$ cat config.mk
export PLATFORM = sky130hd
export DESIGN_NAME = adc_ctrl
export DESIGN_NICKNAME = d
export VERILOG_FILES = /design/src/rtl/adc_ctrl.sv
export SDC_FILE = /design/constraint.sdc
export NUM_CORES = 1
export LEC_CHECK = 0
export ABC_AREA = 1
export CELL_PAD_IN_SITES_DETAIL_PLACEMENT = 0
export CELL_PAD_IN_SITES_GLOBAL_PLACEMENT = 1
export CORE_ASPECT_RATIO = 1.4
export CORE_UTILIZATION = 38
export DETAILED_ROUTE_END_ITERATION = 8
export PLACE_DENSITY_LB_ADDON = 0.25
export SKIP_CTS_REPAIR_TIMING = 1
export SYNTH_ARGS = -nofsm -noshare
export SYNTH_HDL_FRONTEND = slang
export SYNTH_SLANG_ARGS = --single-unit
export TNS_END_PERCENT = 50
$ cat constraint.sdc
create_clock -name clk -period 3.88 [get_ports clk]
set_clock_uncertainty 0.1 [all_clocks]
set_input_delay 0.582 -clock clk [delete_from_list [all_inputs] [get_ports clk]]
set_output_delay 0.582 -clock clk [all_outputs]
set_load 0.005 [all_outputs]
$ cat src/rtl/adc_ctrl.sv
// Dual-channel ADC front-end controller: power sequencing (OFF/WAKE/FLUSH/RUN)
// and a single-register valid/ready sample output stage with a sticky drop flag.
module adc_ctrl #(
    parameter int WAKE_CYC = 1024,
    parameter int PIPE_LAT = 7
) (
    input  logic        clk,
    input  logic        rst,
    input  logic        en,
    input  logic [1:0]  mode,
    input  logic [11:0] DATA_A,
    input  logic [11:0] DATA_B,
    input  logic        OTR_A,
    input  logic        OTR_B,
    output logic        PDWN_A,
    output logic        PDWN_B,
    output logic        OEB_A,
    output logic        OEB_B,
    output logic        DCS,
    output logic        DFS,
    output logic [11:0] smp_data,
    output logic        smp_ch,
    output logic        smp_otr,
    output logic        smp_valid,
    input  logic        smp_ready,
    output logic        busy,
    output logic        ovf,
    input  logic        ovf_clr
);

    localparam int WAKE_N  = (WAKE_CYC > 1) ? WAKE_CYC - 1 : 0;
    localparam int PIPE_N  = (PIPE_LAT > 1) ? PIPE_LAT - 1 : 0;
    localparam int CNT_MAX = (WAKE_N > PIPE_N) ? WAKE_N : PIPE_N;
    localparam int CW      = (CNT_MAX > 1) ? $clog2(CNT_MAX + 1) : 1;
    localparam logic [CW-1:0] WAKE_LD = CW'(WAKE_N);
    localparam logic [CW-1:0] PIPE_LD = CW'(PIPE_N);
    localparam logic [CW-1:0] CNT_ZERO = {CW{1'b0}};
    localparam logic [CW-1:0] CNT_ONE  = {{(CW-1){1'b0}}, 1'b1};

    typedef enum logic [1:0] {
        OFF   = 2'd0,
        WAKE  = 2'd1,
        FLUSH = 2'd2,
        RUN   = 2'd3
    } state_t;

    state_t        state_r;
    logic [CW-1:0] cnt_r;
    logic [1:0]    mode_r;
    logic          tog_r;

    logic          cap_s;
    logic          ch_s;
    logic [1:0]    mode_in_s;
    logic [11:0]   word_s;
    logic          otr_s;

    function automatic logic sel_a(input logic [1:0] m);
        return (m != 2'b01);
    endfunction

    function automatic logic sel_b(input logic [1:0] m);
        return (m == 2'b01) || (m == 2'b10);
    endfunction

    assign DCS = 1'b1;
    assign DFS = 1'b1;

    // Capture strobe and channel/data selection; the FLUSH-to-RUN edge already captures.
    always_comb begin
        cap_s     = 1'b0;
        ch_s      = 1'b0;
        mode_in_s = 2'b00;
        if (en && ((state_r == RUN) || ((state_r == FLUSH) && (cnt_r == CNT_ZERO)))) begin
            cap_s = 1'b1;
        end else begin
            cap_s = 1'b0;
        end
        case (mode_r)
            2'b01:   ch_s = 1'b1;
            2'b10:   ch_s = tog_r;
            default: ch_s = 1'b0;
        endcase
        if (mode == 2'b11) begin
            mode_in_s = 2'b00;
        end else begin
            mode_in_s = mode;
        end
    end

    assign word_s = ch_s ? DATA_B : DATA_A;
    assign otr_s  = ch_s ? OTR_B : OTR_A;

    // Power-sequencing FSM with registered power-down / output-enable controls.
    always_ff @(posedge clk or posedge rst) begin
        if (rst) begin
            state_r <= OFF;
            cnt_r   <= CNT_ZERO;
            mode_r  <= 2'b00;
            tog_r   <= 1'b0;
            busy    <= 1'b0;
            PDWN_A  <= 1'b1;
            PDWN_B  <= 1'b1;
            OEB_A   <= 1'b1;
            OEB_B   <= 1'b1;
        end else if ((state_r != OFF) && !en) begin
            state_r <= OFF;
            cnt_r   <= CNT_ZERO;
            busy    <= 1'b0;
            PDWN_A  <= 1'b1;
            PDWN_B  <= 1'b1;
            OEB_A   <= 1'b1;
            OEB_B   <= 1'b1;
        end else begin
            case (state_r)
                OFF: begin
                    if (en) begin
                        state_r <= WAKE;
                        mode_r  <= mode_in_s;
                        cnt_r   <= WAKE_LD;
                        tog_r   <= 1'b0;
                        busy    <= 1'b1;
                        PDWN_A  <= ~sel_a(mode_in_s);
                        PDWN_B  <= ~sel_b(mode_in_s);
                    end else begin
                        state_r <= OFF;
                    end
                end
                WAKE: begin
                    if (cnt_r == CNT_ZERO) begin
                        state_r <= FLUSH;
                        cnt_r   <= PIPE_LD;
                        OEB_A   <= ~sel_a(mode_r);
                        OEB_B   <= ~sel_b(mode_r);
                    end else begin
                        cnt_r <= cnt_r - CNT_ONE;
                    end
                end
                FLUSH: begin
                    if (cnt_r == CNT_ZERO) begin
                        state_r <= RUN;
                    end else begin
                        cnt_r <= cnt_r - CNT_ONE;
                    end
                end
                RUN: begin
                    state_r <= RUN;
                end
                default: begin
                    state_r <= OFF;
                    cnt_r   <= CNT_ZERO;
                    busy    <= 1'b0;
                    PDWN_A  <= 1'b1;
                    PDWN_B  <= 1'b1;
                    OEB_A   <= 1'b1;
                    OEB_B   <= 1'b1;
                end
            endcase
            // Alternation advances on every capture, including dropped ones.
            if (cap_s) begin
                tog_r <= ~tog_r;
            end
        end
    end

    // Single-register output stage with sticky overflow on dropped samples.
    always_ff @(posedge clk or posedge rst) begin
        if (rst) begin
            smp_valid <= 1'b0;
            smp_data  <= 12'h000;
            smp_ch    <= 1'b0;
            smp_otr   <= 1'b0;
            ovf       <= 1'b0;
        end else begin
            if (cap_s && (!smp_valid || smp_ready)) begin
                smp_valid <= 1'b1;
                smp_data  <= word_s;
                smp_ch    <= ch_s;
                smp_otr   <= otr_s;
            end else if (smp_valid && smp_ready) begin
                smp_valid <= 1'b0;
            end else begin
                smp_valid <= smp_valid;
            end
            if (cap_s && smp_valid && !smp_ready) begin
                ovf <= 1'b1;
            end else if (ovf_clr) begin
                ovf <= 1'b0;
            end else begin
                ovf <= ovf;
            end
        end
    end

endmodule

# [Word level (Yosys, flattened, before mapping)]
# Cells that the tools add are included.
[totals] ff_bits=36 latch_bits=0 mem_bits_rw=0 romBits=0 input_bits=33 output_inout_bits=23 mem_count=0
[op_classes] addsub=1 multipliers=0 div_mod_pow=0 magnitude_cmp=0 n_eq_ne=14 shift=0 muxes=37 bitwise=6 reduce_logical=32
[op_table] cell="10-bit two-way mux" n=4
[op_table] cell="10-bit one-hot mux with 3 select lines" n=1
[op_table] cell="1-bit two-way mux" n=25
[op_table] cell="2-bit nonzero test" n=9
[op_table] cell="12-bit two-way mux" n=1
[op_table] cell="2-bit equality test (second input constant)" n=5
[op_table] cell="10-bit zero test" n=1
[op_table] cell="10-bit by 1-bit subtractor with 10-bit output (second input constant)" n=1
[op_table] cell="3-bit inequality test (second input constant)" n=3
[op_table] cell="3-bit AND reduction" n=3
[op_table] cell="2-bit two-way mux" n=4
[op_table] cell="2-bit one-hot mux with 4 select lines" n=1
[op_table] cell="1-bit logical AND" n=7
[op_table] cell="2-bit by 1-bit equality test with 1-bit output (second input constant)" n=3
[op_table] cell="1-bit NOT" n=6
[op_table] cell="2-bit AND reduction" n=3
[op_table] cell="1-bit logical OR" n=4
[op_table] cell="2-bit by 1-bit inequality test with 1-bit output (second input constant)" n=2
[op_table] cell="4-bit nonzero test" n=1
[op_table] cell="1-bit zero test" n=3
[op_table] cell="3-bit by 1-bit inequality test with 1-bit output (second input constant)" n=1
[op_table] cell="2-bit zero test" n=1
[op_table] cell="1-bit one-hot mux with 2 select lines" n=1

# [Logic depth before layout (Yosys ltp)]
[logic_depth] ltp_word=8 depth_mapped=11 ltp_nobuf=11

# [Worst setup path after synthesis]
# No wires, ideal clock.
[synth_path] path_type="register to register" from="register state_r[0]" to="register cnt_r[3]" setup_ns=0.065 t_arrival_ns=1.727 t_required_ns=3.715 setup_slack_ns=1.988 stages_incl_launch_ff=12 path_buffers=2 period_less_slack_ns=1.892 cell_sequence="dfrtp_1 > inv_1 > ha_1 > inv_1 > ha_1 > buf_2 > inv_1 > nand3_1 > nand3b_1 > buf_2 > nand2_1 > nand2_1"
[synth_between] elab_chain_len=4 elab_cells_between_ends=11 cone_classes="eq/ne: 4; mux: 2; reduce/logical: 5"
[synth_rtl] element="start: declaration" line_no="47" source="state_t state_r;"
[synth_rtl] element="start signal: assignment" line_no="97" source="state_r <= OFF;"
[synth_rtl] element="start signal: assignment" line_no="107" source="state_r <= OFF;"
[synth_rtl] element="start signal: assignment" line_no="118" source="state_r <= WAKE;"
[synth_rtl] element="2-bit nonzero test" line_no="106" source="end else if ((state_r != OFF) && !en) begin"
[synth_rtl] element="1-bit logical AND" line_no="106"
[synth_rtl] element="3-bit inequality test (no line) / 4-bit nonzero test (equally long branches)"
[synth_rtl] element="3-bit AND reduction (no line)"
[synth_rtl] element="end signal: assignment" line_no="136" source="cnt_r <= cnt_r - CNT_ONE;"
[synth_rtl] element="end signal: assignment" line_no="143" source="cnt_r <= cnt_r - CNT_ONE;"
[synth_rtl] element="end: declaration" line_no="48" source="logic [CW-1:0] cnt_r;"
# Parallel ways exist; a longest one is shown, timed or not.
# A chain may end at the register's enable or synchronous reset.

# [Worst setup path in the final report]
[layout_path] from="input en" to="register cnt_r[7]"
[layout_between] elab_chain_len=4 elab_cells_between_ends=7 cone_classes="eq/ne: 2; mux: 1; reduce/logical: 4"
[layout_rtl] element="start: declaration" line_no="9" source="input logic en,"
[layout_rtl] element="1-bit zero test" line_no="106"
[layout_rtl] element="1-bit logical AND" line_no="106"
[layout_rtl] element="3-bit inequality test (no line) / 4-bit nonzero test (equally long branches)"
[layout_rtl] element="3-bit AND reduction (no line)"
# Parallel ways exist; a longest one is shown, timed or not.

==> metrics <==
run status finished clean; critical path startpoint category input port; cells along the critical path clkdlybuf4s50_1, inv_1, ha_1, inv_1, nand3_1, nand3b_1, buf_4, nor2_2, nand2_1, nand2_1; largest cells by area after synthesis dfrtp_1 (37%), nand2_1 (19%), ha_1 (7.5%); reg-to-reg slack, setup 1.45 ns; All-Layer GR Usage 0.167; H-Tree Level Count 2; biggest area consumer among synthesized cells dfrtp_1; Sw Share 0.400; area fraction of the dominant cell type after synthesis 0.368; number of synthesized flops with an enable pin 0; IO Pins 56; Initial DRC Count 76; wire length of the first global-routing pass 7870 µm; standby leakage power 1.47 nW; clock insertion delay at the later pin of the skew report 0.28 ns; clock group share of total power 0.169; commonest non-fill, non-tap cell in the layout nand2_1; final worst-path cycle share 0.671; final standard cell utilization of the core 0.519; final count of hold timing violations 0; first element of the critical path en; Rows 32; Buffers on Ports 53; async set-reset flop share out of synthesis 1.00; sequential share of power 0.337; worst r2r dst cnt_r[7]; fin nets 385; fin area 2870 µm²; largest net degree at the start of global routing 37; Crit path largest cell delay 0.58 ns; layout overhead on the synthesized area 31.8%; power per cell area 741 nW/µm²; endpoint class of the critical path register; Initial DRT Pass Iterations 4; CTS tree done; buffer type at the clock tree root clkbuf_8; max-slew violation count 0; number of storage elements in the synthesis netlist 36; DP HPWL 3400 µm; Die Ht 91.5 µm; number of antenna violations at the first check in global routing 0; vias per std cell 4.52; top achievable clock speed 0.384 GHz; switching power 0.000850 W; Slew @ Worst Pin 0.707 ns; share of layout cells above drive strength 1 0.0706; DRC violations left 0; number of antenna repair diodes 0; combinational share of power 0.494; vias in the first global route 1804; count of vias placed by the detailed router 1844; setup TNS 0 ns; unrepaired setup endpoints after global routing no; effective utilization at floorplan 0.394; TritonCTS sink count 36; Die Footprint 6040 µm²; post-synthesis instance area 2180 µm²; critical path peak fanout 11; Max-slew headroom 0.528; top library cells by usage in the layout, fill and taps aside nand2_1 (112), clkdlybuf4s50_1 (53), inv_1 (34); number of maximum-capacitance violations 0; post-placement cell area 2740 µm²; primary flip-flop cell chosen by synthesis mapping dfrtp_1; classification of the worst-slack hold path register to register; leftover overflow at the end of global routing 0; worst setup path end cnt_r[7]; Core Area 5530 µm²; clock period minus final worst setup slack 2.60 ns; weighted congestion at the end of routability-driven global placement 0.764; worst path required time 4.00 ns; x dimension of the die 66.0 µm; worst hold margin 0.378 ns; routed wirelength normalized by instance count 11.0 µm; arrival time at the worst endpoint 2.73 ns; start point of the worst hold path smp_data[9]; worst setup path category input port to register; slowest CP cell clkdlybuf4s50_1; number of warnings reported in the yosys synthesis log 0; number of cells on the worst reg-to-reg path 11; worst ir drop on vdd 347 µV; Cell variety after synth 33; startpoint of the lowest-slack register-to-register path state_r[0]; Inserted Clock Buffers 5; clock slew at the register clock pins of the worst setup and hold paths 0.07 ns; Clock Tree Buf Depth 2; antenna-violating nets left 0; cell internal power dissipation 0.00128 W; detailed-route wire length 4470 µm; number of instances in the synthesized netlist 286; setup violators final 0; register area share after synthesis 0.416; average size of a mapped cell 7.61 µm²
synthesized netlist by cell type, types with 2 or more instances:
cell,instances
buf_4,2
nor2_2,2
nand2_4,2
nand2_1,112
o21ai_0,29
nand3_1,11
dfstp_2,4
ha_1,13
clkbuf_1,2
xor2_1,5
buf_2,4
inv_1,34
nand3_4,2
dfrtp_1,32
nor2_1,14
power groups by stage:
stage	Sequential (W)	Clock (W)	Combinational (W)
after floorplan	0.000698	0	0.000686
final	0.000715	0.000360	0.00105
after detailed placement	0.000722	0	0.00106
after global placement	0.000718	0	0.00106
after CTS	0.000719	0.000372	0.00107
after global routing	0.000740	0.000388	0.00121
worst max-delay path: cells and delay by family:
family                   cells  cell delay (ns)
AND/OR/NAND/NOR              5             0.69
buffers and inverters        4             1.11
adder cells (fa/ha/maj)      1             0.34
area by class of cell:
class,count,area (µm²)
fillers,562,2660
multi-input cells,206,1070
flip-flops and latches,36,906
repair buffers,55,546
inverters,35,136
clock buffers,7,96.3
well taps,68,85.1
clock inverters,1,30.0
metrics by stage:
step                      worst slack [ns]  power [W]  std cells
after global placement                1.03    0.00177        400
after detailed placement             0.945    0.00178        400
after global routing                  1.04    0.00233        408
after CTS                             1.25    0.00216        408
final                                 1.28    0.00212        408
after floorplan                       1.99    0.00138        287
worst min path at each step:
stage                  endpoint  slack [ns]  depth (start not counted)
floorplan              cnt_r[1]        0.37                          2
global placement    smp_data[2]        0.36                          2
detailed placement  smp_data[9]        0.36                          2
CTS                 smp_data[9]        0.38                          2
global route        smp_data[0]        0.40                          2
finish              smp_data[9]        0.38                          2
registers in the layout, summed over array words and instances, names as in the netlist:
register and cells:
OEB_A 1, PDWN_B 1, ovf 1, mode_r 2, busy 1, cnt_r 10
smp_valid 1, OEB_B 1, smp_otr 1, PDWN_A 1, smp_ch 1, smp_data 12
tog_r 1, state_r 2
kinds of logic after synthesis:
| logic type | synth area share |
|---|---|
| other cells | 0.00172 |
| flops | 0.416 |
| simple gates | 0.304 |
| buf+inv | 0.0943 |
| compound gates | 0.0845 |
| fa+ha+maj | 0.0748 |
| xor+xnor | 0.0242 |
routing by layer:
metal,part of all wire,GRT usage,wire length (µm),vias to the layer above
met5,0,0,0,-
met4,0.0067,0.0532,30,0
met3,0.039,0.0490,174,4
met2,0.52,0.294,2350,41
met1,0.43,0.188,1920,816
li1,-,-,-,983
(Power assumes the default switching activity.)
